## src/rtl/wave_addr_reader.sv

```systemverilog
// Read-side sequencer for the waveform ROM bank: phase-accumulator address, latency-matched tag line and sample select.
// Optional macro AMP_SCALE_EN adds a 4-bit amplitude port and scales the sample in the output register stage.
module wave_addr_reader #(
    parameter int PHASE_W = 32,
    parameter int ADDR_W  = 16,
    parameter int DATA_W  = 12,
    parameter int RD_LAT  = 1
) (
    input  logic               clk,
    input  logic               rst,
    input  logic               en,
    input  logic [PHASE_W-1:0] ftw,
    input  logic [1:0]         wave_sel,
`ifdef AMP_SCALE_EN
    input  logic [3:0]         amp,
`endif
    output logic [ADDR_W-1:0]  addr,
    input  logic [DATA_W-1:0]  dout_sin,
    input  logic [DATA_W-1:0]  dout_sq,
    input  logic [DATA_W-1:0]  dout_tri,
    output logic [DATA_W-1:0]  sample,
    output logic               sample_vld,
    output logic               wrap,
    output logic               busy
);

    localparam logic [DATA_W-1:0] MID = {1'b1, {(DATA_W-1){1'b0}}};

    typedef enum logic [1:0] {IDLE, RUN, DRAIN} state_t;

    typedef struct packed {
        logic       vld;
        logic [1:0] sel;
`ifdef AMP_SCALE_EN
        logic [3:0] amp;
`endif
    } tag_t;

    state_t             state;
    logic [PHASE_W-1:0] phase;
    logic [PHASE_W-1:0] ftw_q;
    logic [PHASE_W-1:0] inc;
    logic [PHASE_W-1:0] sum;
    logic               carry;
    logic [2:0]         drain_cnt;
    tag_t               tag_q [RD_LAT+1];
    tag_t               tag_new;
    logic [DATA_W-1:0]  raw;
    logic [DATA_W-1:0]  result;

    // The increment switches to the new tuning word on the wrap cycle itself, so a new
    // frequency starts exactly at the period boundary.
    always_comb begin
        inc            = wrap ? ftw : ftw_q;
        {carry, sum}   = {1'b0, phase} + {1'b0, inc};
        tag_new.vld    = 1'b1;
        tag_new.sel    = wave_sel;
`ifdef AMP_SCALE_EN
        tag_new.amp    = amp;
`endif
    end

    always_comb begin
        // NOTE: every variable in a combinational block gets a default first, so no path
        // leaves it unassigned and no latch is inferred.
        raw = MID;
        unique case (tag_q[RD_LAT].sel)
            2'd0:    raw = dout_sin;
            2'd1:    raw = dout_sq;
            2'd2:    raw = dout_tri;
            default: raw = MID;
        endcase
    end

`ifdef AMP_SCALE_EN
    localparam int MW = DATA_W + 5;
    logic signed [MW-1:0] diff;
    logic signed [MW-1:0] prod;

    always_comb begin
        diff   = $signed(MW'(raw)) - $signed(MW'(MID));
        prod   = diff * $signed(MW'({1'b0, tag_q[RD_LAT].amp} + 5'd1));
        result = DATA_W'($signed(MW'(MID)) + (prod >>> 4));
    end
`else
    assign result = raw;
`endif

    assign busy = (state != IDLE);

    always_ff @(posedge clk or posedge rst) begin
        if (rst) begin
            state      <= IDLE;
            phase      <= '0;
            ftw_q      <= '0;
            addr       <= '0;
            wrap       <= 1'b0;
            drain_cnt  <= '0;
            sample     <= MID;
            sample_vld <= 1'b0;
            // NOTE: the tag line is a few flops rather than a RAM, so it is cleared on
            // reset; that is what discards in-flight samples.
            for (int i = 0; i <= RD_LAT; i++) tag_q[i] <= '0;
        end else begin
            // NOTE: all state updates are non-blocking, so every register samples pre-edge
            // values regardless of statement order below.
            wrap     <= 1'b0;
            tag_q[0] <= '0;
            for (int i = 1; i <= RD_LAT; i++) tag_q[i] <= tag_q[i-1];

            unique case (state)
                IDLE: begin
                    phase <= '0;
                    addr  <= '0;
                    ftw_q <= ftw;
                    if (en) state <= RUN;
                end
                RUN: begin
                    if (en) begin
                        phase    <= sum;
                        addr     <= sum[PHASE_W-1 -: ADDR_W];
                        wrap     <= carry;
                        ftw_q    <= inc;
                        tag_q[0] <= tag_new;
                    end else begin
                        state     <= DRAIN;
                        drain_cnt <= '0;
                    end
                end
                DRAIN: begin
                    // The last tag leaves the line RD_LAT cycles after RUN exits.
                    if (drain_cnt == 3'(RD_LAT - 1)) begin
                        state <= IDLE;
                        phase <= '0;
                        addr  <= '0;
                    end else begin
                        drain_cnt <= drain_cnt + 3'd1;
                    end
                end
                default: state <= IDLE;
            endcase

            sample_vld <= tag_q[RD_LAT].vld;
            if (tag_q[RD_LAT].vld) sample <= result;
        end
    end

endmodule

```

## config.mk

```make
export PLATFORM = sky130hd
export DESIGN_NAME = wave_addr_reader
export DESIGN_NICKNAME = d
export VERILOG_FILES = /design/src/rtl/wave_addr_reader.sv
export SDC_FILE = /design/constraint.sdc
export NUM_CORES = 1
export LEC_CHECK = 0
export ABC_CLOCK_PERIOD_IN_PS = 7700
export CORE_MARGIN = 5
export CORE_UTILIZATION = 57
export CTS_CLUSTER_SIZE = 14
export DETAILED_ROUTE_END_ITERATION = 10
export HOLD_SLACK_MARGIN = 0.02
export PLACE_DENSITY = 0.95
export SLEW_MARGIN = 30
export SYNTH_ARGS = -nofsm -noshare
export SYNTH_HDL_FRONTEND = slang
export SYNTH_SLANG_ARGS = --single-unit
```

## constraint.sdc

```tcl
create_clock -name clk -period 7.7 [get_ports clk]
set_clock_uncertainty 0.15 [all_clocks]
set_input_delay 1.54 -clock clk [delete_from_list [all_inputs] [get_ports clk]]
set_output_delay 1.54 -clock clk [all_outputs]
set_load 0.1 [all_outputs]
```

# == After elaboration in Yosys (flattened, before gate mapping) ==
# Cells that the tools add are included.
# totals
register_bits,105
in_bits,73
output_inout_bits,31
word_cells,55
# op_classes
add_sub_neg,2
eq_ne,9
muxes,21
n_reduce_logical,11
# op_table
operator,n
32-bit two-way mux,4
32-bit case mux with 3 select lines,1
32-bit case mux with 2 select lines,1
16-bit case mux with 3 select lines,1
12-bit case mux with 3 select lines,1
32-bit by 32-bit adder with 33-bit output,1
16-bit two-way mux,2
3-bit two-way mux,4
2-bit inequality test (second input constant),5
3-bit AND reduction,3
2-bit two-way mux,3
2-bit case mux with 3 select lines,1
3-bit case mux with 2 select lines,1
2-bit nonzero test,3
2-bit by 1-bit == test with 1-bit output (second input constant),2
2-bit == test (second input constant),2
2-bit logical NOT,2
3-bit by 1-bit adder with 3-bit output (second input constant),1
3-bit logical NOT,1
3-bit nonzero test,1
1-bit two-way mux,2
2-bit AND reduction,1

# == Depth between registers and ports, before layout ==
# Gate-level depths: netlist (run 1).
# logic_depth
depth_word,4
ltp_mapped,13
ltp_nobuf,12

# == Least setup slack after synthesis (run 1) ==
# OpenSTA, ideal clock, no wires.
# synth_timing
kind,input-to-reg
start,input port ftw[0]
end,register addr[14]
setup_ns,0.069
arrival_ns,4.047
required_ns,7.481
setup_slack_ns,3.434
path_stages,12
path_buffers,0
path_cell_list,mux2_2 ha_1 inv_1 fa_1 and2b_2 o2111ai_4 a2111oi_4 nor2_2 a31oi_4 a41oi_2 or4_1 nand3_1
# synth_via
elab_chain_cells,4
# synth_lines
item,line_no,text
start: declaration,12,"input logic [PHASE_W-1:0] ftw,"
32-bit two-way mux,54,inc = wrap ? ftw : ftw_q;
32-bit by 32-bit adder with 33-bit output,55,"{carry, sum} = {1'b0, phase} + {1'b0, inc};"
16-bit two-way mux,119,if (en) begin
16-bit case mux with 3 select lines,111,unique case (state)
end signal: assignment,121,addr <= sum[PHASE_W-1 -: ADDR_W];
end: declaration,17,"output logic [ADDR_W-1:0] addr,"
# Every way passes these cells. The select of a mux whose other input is x is not followed.
# A chain may end at the register's enable or synchronous reset.

# == Worst setup path after layout (run 1) ==
# Ends and elaborated chain as after synthesis.

==> parameters.txt, run 1 <==
Parameter                              Value

Synth
  Total of flip-flops plus latches after synthesis ... 89
  Seq/Total Area, Yosys ... between 30% and 40%
  Number of nets in the synthesized netlist ... 680
  Number of unique standard cell types used by synthesis ... 60
  EDFF count, synth ... 0
  Syn. warnings ... 0
  Count of mapped cells out of synthesis ... 572
  Primary flip-flop cell chosen by synthesis mapping ... sky130_fd_sc_hd__dfrtp_1
  Per-instance average area after synthesis ... 9.83 µm²
  Post-synth design cell area ... 5620 µm²
  Async set-reset flop share out of synthesis ... 100%

Layout
  Utilization of the core after routing ... 71.0%
  Post-layout instance count excluding filler cells ... 790
  Synth-to-layout area growth ... 22.2%
  Area of the multi-input gates ... about 3200 µm²
  Share of final-layout standard cells stronger than drive strength 1 ... 14.9%
  Ant diodes ... 0
  Layout filler cell count ... 679
  # nets final ... 760
  Area used by sequential logic in the layout ... 2230 µm²
  Most common cell after layout, fill and taps aside ... sky130_fd_sc_hd__clkdlybuf4s50_1
  Top library cells by usage in the layout, fill and taps aside ... sky130_fd_sc_hd__clkdlybuf4s50_1, sky130_fd_sc_hd__dfrtp_1, sky130_fd_sc_hd__mux2_2, sky130_fd_sc_hd__nand2_1, sky130_fd_sc_hd__a21oi_1

Clocking
  Post-cts resize count ... 0
  CTS root buf ... sky130_fd_sc_hd__clkbuf_8
  Worst-Skew Late Latency ... between 0.3 and 0.4 ns
  Number of levels the H-tree was split into ... 3
  TritonCTS Sinks ... 89
  Total CTS buffers ... 9
  Maximum buffer depth of the clock tree ... 2
  TritonCTS clock tree ... done
  # Post-CTS Setup Buffers ... 0
  Cts-stage hold buffer count ... 0
  Clock transition at the registers of the reported paths ... 0.10 ns

Setup path
  Type of the worst setup path ... input pin to flop
  Data required time of the critical path ... 7.86 ns
  Slowest CP cell ... sky130_fd_sc_hd__or4_1
  Startpoint type of the worst setup path ... input pin
  Reg-to-Reg Start ... wrap$_DFF_PP0_
  Kind of end point of the critical path ... flop
  Capture instance of the worst register-to-register path ... addr[14]$_DFFE_PP0P_
  CP arrival ... 4.86 ns
  Worst reg-to-reg setup slack ... 3.57 ns
  CP max FO ... 5
  Crit-path cells ... clkdlybuf4s50_1, mux2_2, ha_1, inv_1, fa_1, and2b_2, o2111ai_4, a2111oi_4, nor2_2, a31oi_4, a41oi_2, or4_1, nand3_1
  Maximum single-stage delay on the critical path ... around 0.53 ns
  Cell depth of the worst flop-to-flop path ... 12

Worst hold path
  Worst hold start ... tag_q[5]$_DFF_PP0_
  Worst hold path class ... flop to flop
  Worst Hold Path Cells ... 0
  End point of the most critical hold path ... tag_q[2]$_DFF_PP0_

Placement
  Cell count after placement ... approximately 770
  Setup WS pre-CTS ... around 2.6 ns
  Count of buffers from port buffering ... 103
  DPL Wire Length ... 9990 µm
  Final estimated routing congestion in global placement ... 0.927

STA
  Setup total negative slack ... 0 ns
  Fmax ... 213 MHz
  Worst rel slew slack ... roughly a third
  Worst Tran Pin Value ... 1.01 ns
  Clock period minus final worst setup slack ... 4.70 ns
  Number of pins with negative max-slew slack in the final report ... 0
  Hold Violations, Final ... 0
  Setup repair after global routing missed its margin ... no
  Setup violations, final ... 0
  Final worst path period share ... 61.1%
  Final critical-path setup slack ... 3.00 ns

GRT
  Via count of the first global-routing pass ... 4,829
  Remaining global-route overflow ... 0
  Global-route wire length before repair ... 21,900 µm
  Largest net degree at the start of global routing ... 90
  Initial antenna violation count ... 0
  Total track usage ... 23.0%

Routing
  Avg Vias per Cell ... approximately 6
  DR WL/cell ... 17.2 µm
  WL final ... 13,600 µm
  Detailed Routing Iterations Pass 1 ... 6
  Starting DRC count in detailed routing ... 224
  Total via count after detailed routing ... about 4,600
  Final routed DRC violation total ... 0
  Routed Antenna Nets ... 0

Floorplanning
  I/O pins ... 104
  Standard-cell row count ... 36
  Core region area ... 9680 µm²
  Die width ... 109 µm
  Overall die area ... 12,000 µm²
  Die height ... approximately 110 µm
  Effective utilization at floorplan ... 58.1%

Power
  IR Drop Worst-Case VDD ... 0.207 mV
  Power Density ... 307 nW/µm²
  Power consumption ... 0.00211 W
  Static Leak ... approximately 2.9 nW

Status
  Result of the run ... finished, final reports clean

Job
  Maximum capacitance violations ... 0
==> through the flow <==
stage / hold WS [ns] / cell area [µm²]
floorplan: 0.181 / 5620
global placement: 0.182 / 6660
detailed placement: 0.186 / 6660
CTS: 0.209 / 6850
global route: 0.213 / 6870
finish: 0.206 / 6870
==> metal layers <==
layer / global-route usage, % / wire length [µm] / part of all wire, %
met1: 27.1 / 5530 / 41
met2: 40.6 / 6790 / 50
met3: 5.11 / 939 / 6.9
met4: 8.82 / 309 / 2.3
met5: 0 / 0 / 0
==> sequential cells by signal, summed over array words and instances (netlist names) <==
register / flops
wrap: 1
tag_q: 6
sample_vld: 1
drain_cnt: 3
ftw_q: 32
addr: 16
sample: 12
phase: 16
state: 2
==> area by class of cell <==
class | count | area share [%]
multi-input cells | 429 | 45.9
clock inverters | 7 | 0.983
well taps | 133 | 2.42
repair buffers | 107 | 15.5
inverters | 16 | 0.892
clock buffers | 9 | 1.80
flip-flops and latches | 89 | 32.4
==> power breakdown <==
group / internal (W) / switching [W] / leakage (nW) / total (W)
Sequential: 0.000565 / 0.0000695 / 1.11 / 0.000634
Clock: 0.000128 / 0.000195 / 0.0966 / 0.000323
Combinational: 0.000388 / 0.000764 / 1.69 / 0.00115
Total: 0.00108 / 0.00103 / 2.90 / 0.00211
==> synthesized netlist by cell type, types with 6 or more instances <==
| cell | count | area, µm² |
|---|---|---|
| sky130_fd_sc_hd__dfrtp_1 | 88 | 2200 |
| sky130_fd_sc_hd__mux2_2 | 64 | 721 |
| sky130_fd_sc_hd__nand2_1 | 56 | 210 |
| sky130_fd_sc_hd__a21oi_1 | 54 | 270 |
| sky130_fd_sc_hd__o21ai_0 | 42 | 210 |
| sky130_fd_sc_hd__nor2_1 | 36 | 135 |
| sky130_fd_sc_hd__ha_1 | 34 | 425 |
| sky130_fd_sc_hd__clkbuf_1 | 20 | 75.1 |
| sky130_fd_sc_hd__buf_4 | 16 | 120 |
| sky130_fd_sc_hd__inv_1 | 15 | 56.3 |
| sky130_fd_sc_hd__xor2_1 | 14 | 123 |
| sky130_fd_sc_hd__mux2i_1 | 13 | 130 |
| sky130_fd_sc_hd__xnor2_1 | 11 | 96.3 |
| sky130_fd_sc_hd__a21o_1 | 9 | 67.6 |
| sky130_fd_sc_hd__nand3_1 | 7 | 35.0 |
| sky130_fd_sc_hd__o21ai_1 | 7 | 35.0 |
| sky130_fd_sc_hd__o31ai_1 | 7 | 52.6 |
| sky130_fd_sc_hd__nor2b_1 | 6 | 37.5 |
==> cell families after synthesis <==
kind of cell | after synthesis | synth area share, %
xor+xnor | 25 | 3.89
fa+ha+maj | 35 | 7.92
buf+inv | 54 | 4.67
flops | 89 | 39.6
mux | 77 | 15.1
compound gates | 155 | 17.5
simple gates | 137 | 11.3
==> worst max-delay path by stage <==
stage,from,end,cells after the start
6_report,ftw[0],addr[14]$_DFFE_PP0P_,13
5_1_grt,ftw[0],addr[14]$_DFFE_PP0P_,13
4_1_cts,ftw[0],addr[14]$_DFFE_PP0P_,13
3_5_place_dp,ftw[0],addr[14]$_DFFE_PP0P_,13
3_3_place_gp,ftw[0],addr[14]$_DFFE_PP0P_,13
2_1_floorplan,ftw[0],addr[14]$_DFFE_PP0P_,12
==> worst max-delay path, delay by kind of cell <==
| kind | cells | cell delay (ns) |
|---|---|---|
| AND/OR/NAND/NOR | 4 | 1.00 |
| multiplexers | 1 | 0.15 |
| adder cells (fa/ha/maj) | 2 | 0.56 |
| AO/OA/AOI/OAI | 4 | 1.06 |
| buffers and inverters | 2 | 0.54 |
Power figures use the tool's default switching activity.
==> inputs of run 2 (changes only) <==
Settings changed: ABC_CLOCK_PERIOD_IN_PS 7700 to 4670, CORE_UTILIZATION 57 to 53, PLACE_DENSITY 0.95 to 0.93.
Clock period 7.7 ns to 4.67 ns, I/O delays scaled along.
==> run 2 against run 1 <==
Final area is 0.82% higher. Core utilization is 3.8 points lower. First-iteration DRC count is 30% higher. Hold slack worse by 0.0011 ns. Global-route usage is 1.2 points lower. Power is 69% higher. Register-to-register slack worse by 2.7 ns. Critical path type unchanged. Largest cell class unchanged.
==> parameters.txt, run 2 (synthesis gave the netlist of run 1 again) <==
Parameter                              Value

Status
  Result of the run ... finished, final reports clean

Routing
  Starting DRC count in detailed routing ... 291 (+30%)
  Final routed DRC violation total ... 0 (unchanged)
  Detailed Routing Iterations Pass 1 ... 5 (-1)
  WL final ... 13,600 µm (+0.35%)
  Avg Vias per Cell ... 5.96 (+2.2%)
  DR WL/cell ... 17.1 µm (-0.28%)
  Total via count after detailed routing ... 4,742 (+2.9%)
  Routed Antenna Nets ... 0 (unchanged)

Power
  Power Density ... 515 nW/µm² (+68%)
  Static Leak ... 2.94 nW (+1.4%)
  IR Drop Worst-Case VDD ... 0.411 mV (+99%)
  Power consumption ... 0.00357 W (+69%)

GRT
  Global-route wire length before repair ... 22,800 µm (+4.2%)
  Via count of the first global-routing pass ... 4,846 (+0.35%)
  Remaining global-route overflow ... 0 (unchanged)
  Largest net degree at the start of global routing ... 52 (-42%)
  Total track usage ... 21.8% (-1.2 points)
  Initial antenna violation count ... 0 (unchanged)

Placement
  Count of buffers from port buffering ... 103 (unchanged)
  DPL Wire Length ... 10,100 µm (+0.66%)
  Cell count after placement ... 779 (+0.78%)
  Final estimated routing congestion in global placement ... 0.924 (-0.32%)

Layout
  Top library cells by usage in the layout, fill and taps aside ... sky130_fd_sc_hd__clkdlybuf4s50_1, sky130_fd_sc_hd__dfrtp_1, sky130_fd_sc_hd__mux2_2, sky130_fd_sc_hd__nand2_1, sky130_fd_sc_hd__a21oi_1
  Number of flip-flops under the largest register name ... 32 (unchanged)
  Synth-to-layout area growth ... 23.2%
  Registers with the most flip-flops ... ftw_q x32, addr x16, phase x16
  # nets final ... 762 (+0.26%)
  Post-layout instance count excluding filler cells ... 795 (+0.63%)
  Share of final-layout standard cells stronger than drive strength 1 ... 15.3% (+0.41 points)
  Register with the most flip-flops ... ftw_q
  Most common cell after layout, fill and taps aside ... sky130_fd_sc_hd__clkdlybuf4s50_1
  Ant diodes ... 0 (unchanged)

STA
  Number of pins with negative max-slew slack in the final report ... 0 (unchanged)
  Setup total negative slack ... 0 ns (unchanged)
  Setup repair after global routing missed its margin ... no
  Worst rel slew slack ... 31.7% (-1.0 points)
  Clock period minus final worst setup slack ... around 4 ns
  Setup violations, final ... 0 (unchanged)
  Final worst path period share ... 87.5%
  Hold Violations, Final ... 0 (unchanged)
  Fmax ... 245 MHz
  Worst Tran Pin Value ... 1.02 ns (+0.0157 ns)

Clocking
  TritonCTS Sinks ... 89 (unchanged)
  Post-cts resize count ... 0 (unchanged)
  # Post-CTS Setup Buffers ... 0 (unchanged)
  Cts-stage hold buffer count ... 0 (unchanged)
  Number of levels the H-tree was split into ... 3 (unchanged)
  TritonCTS clock tree ... done
  Total CTS buffers ... 9 (unchanged)
  Worst-Skew Late Latency ... 0.37 ns (about the same)
  Maximum buffer depth of the clock tree ... 2 (unchanged)
  Clock transition at the registers of the reported paths ... 0.09 ns (about the same)
  CTS root buf ... sky130_fd_sc_hd__clkbuf_8

Setup path
  Type of the worst setup path ... input pin to flop
  Reg-to-Reg Start ... wrap$_DFF_PP0_
  Capture instance of the worst register-to-register path ... addr[14]$_DFFE_PP0P_
  Startpoint type of the worst setup path ... input pin
  Data required time of the critical path ... 4.82 ns (-3.04 ns)
  CP max FO ... 5 (unchanged)
  Cell depth of the worst flop-to-flop path ... 10 (-2)
  Worst setup path startpoint ... ftw[0]
  Kind of end point of the critical path ... flop
  CP arrival ... 4.24 ns (-0.62 ns)
  Worst reg-to-reg setup slack ... 0.83 ns (-2.74 ns)
  Capture point of the worst path ... addr[14]$_DFFE_PP0P_

Floorplanning
  I/O pins ... 104 (unchanged)
  Standard-cell row count ... 37 (+2.8%)
  Die height ... 113 µm (+3.4%)
  Effective utilization at floorplan ... 54.5% (-3.6 points)
  Overall die area ... 12,800 µm² (+6.8%)
  Core region area ... 10,300 µm² (+6.6%)
  Die width ... 113 µm (+3.4%)

Worst hold path
  Worst hold path class ... flop to flop

Job
  Maximum capacitance violations ... 0 (unchanged)
-- run 2: worst min path at each step --
stage,depth (start not counted),endpoint,start,slack [ns]
floorplan,0,tag_q[0]$_DFF_PP0_,tag_q[3]$_DFF_PP0_,0.18
global placement,0,tag_q[2]$_DFF_PP0_,tag_q[5]$_DFF_PP0_,0.18
CTS,0,tag_q[1]$_DFF_PP0_,tag_q[4]$_DFF_PP0_,0.21
global route,0,tag_q[1]$_DFF_PP0_,tag_q[4]$_DFF_PP0_,0.21
detailed placement,0,tag_q[1]$_DFF_PP0_,tag_q[4]$_DFF_PP0_,0.18
finish,0,tag_q[1]$_DFF_PP0_,tag_q[4]$_DFF_PP0_,0.21
-- run 2: worst max-delay path, stage by stage --
cell and delay, ns:
sky130_fd_sc_hd__clkdlybuf4s50_1 0.47, sky130_fd_sc_hd__mux2_2 0.15, sky130_fd_sc_hd__ha_1 0.18, sky130_fd_sc_hd__inv_1 0.06, sky130_fd_sc_hd__fa_1 0.37, sky130_fd_sc_hd__and2b_2 0.27, sky130_fd_sc_hd__o2111ai_4 0.15, sky130_fd_sc_hd__a2111oi_4 0.46
sky130_fd_sc_hd__nor2_2 0.10, sky130_fd_sc_hd__a31oi_4 0.28, sky130_fd_sc_hd__a41oi_2 0.21, sky130_fd_sc_hd__or4_1 0.49, sky130_fd_sc_hd__nand3_1 0.10
-- run 2: final cells by class --
cell class	instances	area (µm²)
Clock inverter	5	86.3
Tap cell	136	170
Clock buffer	11	151
Timing Repair Buffer	109	1080
Multi-Input combinational cell	429	3150
Inverter	16	61.3
Fill cell	759	3390
Sequential cell	89	2230
-- run 2: per-stage QoR --
| stage | hold WS (ns) | util [%] | worst slack [ns] | instance area, µm² |
|---|---|---|---|---|
| 2_1_floorplan | 0.181 | - | 0.498 | 5620 |
| 3_3_place_gp | 0.183 | 64.6 | 0.363 | 6670 |
| 3_5_place_dp | 0.185 | 64.9 | 0.277 | 6700 |
| 4_1_cts | 0.206 | 67.2 | 0.641 | 6930 |
| 5_1_grt | 0.213 | 67.1 | 0.442 | 6930 |
| 6_report | 0.205 | 67.1 | 0.585 | 6930 |
-- run 2: layer usage --
metal / part of all wire (%) / routed length [µm] / global-route usage (%) / vias to the layer above
met5: 0 / 0 / 0 / -
met4: 2.0 / 278 / 7.93 / 0
met3: 7.9 / 1070 / 5.45 / 38
met2: 50 / 6820 / 38.3 / 226
met1: 40 / 5440 / 25.7 / 2263
li1: - / - / - / 2215
-- run 2: report_power, final --
| part | total [W] | internal, W | leakage [nW] | switching [W] |
|---|---|---|---|---|
| Clock | 0.000625 | 0.000335 | 0.120 | 0.000290 |
| Sequential | 0.00104 | 0.000932 | 1.11 | 0.000109 |
| Combinational | 0.00191 | 0.000641 | 1.71 | 0.00127 |
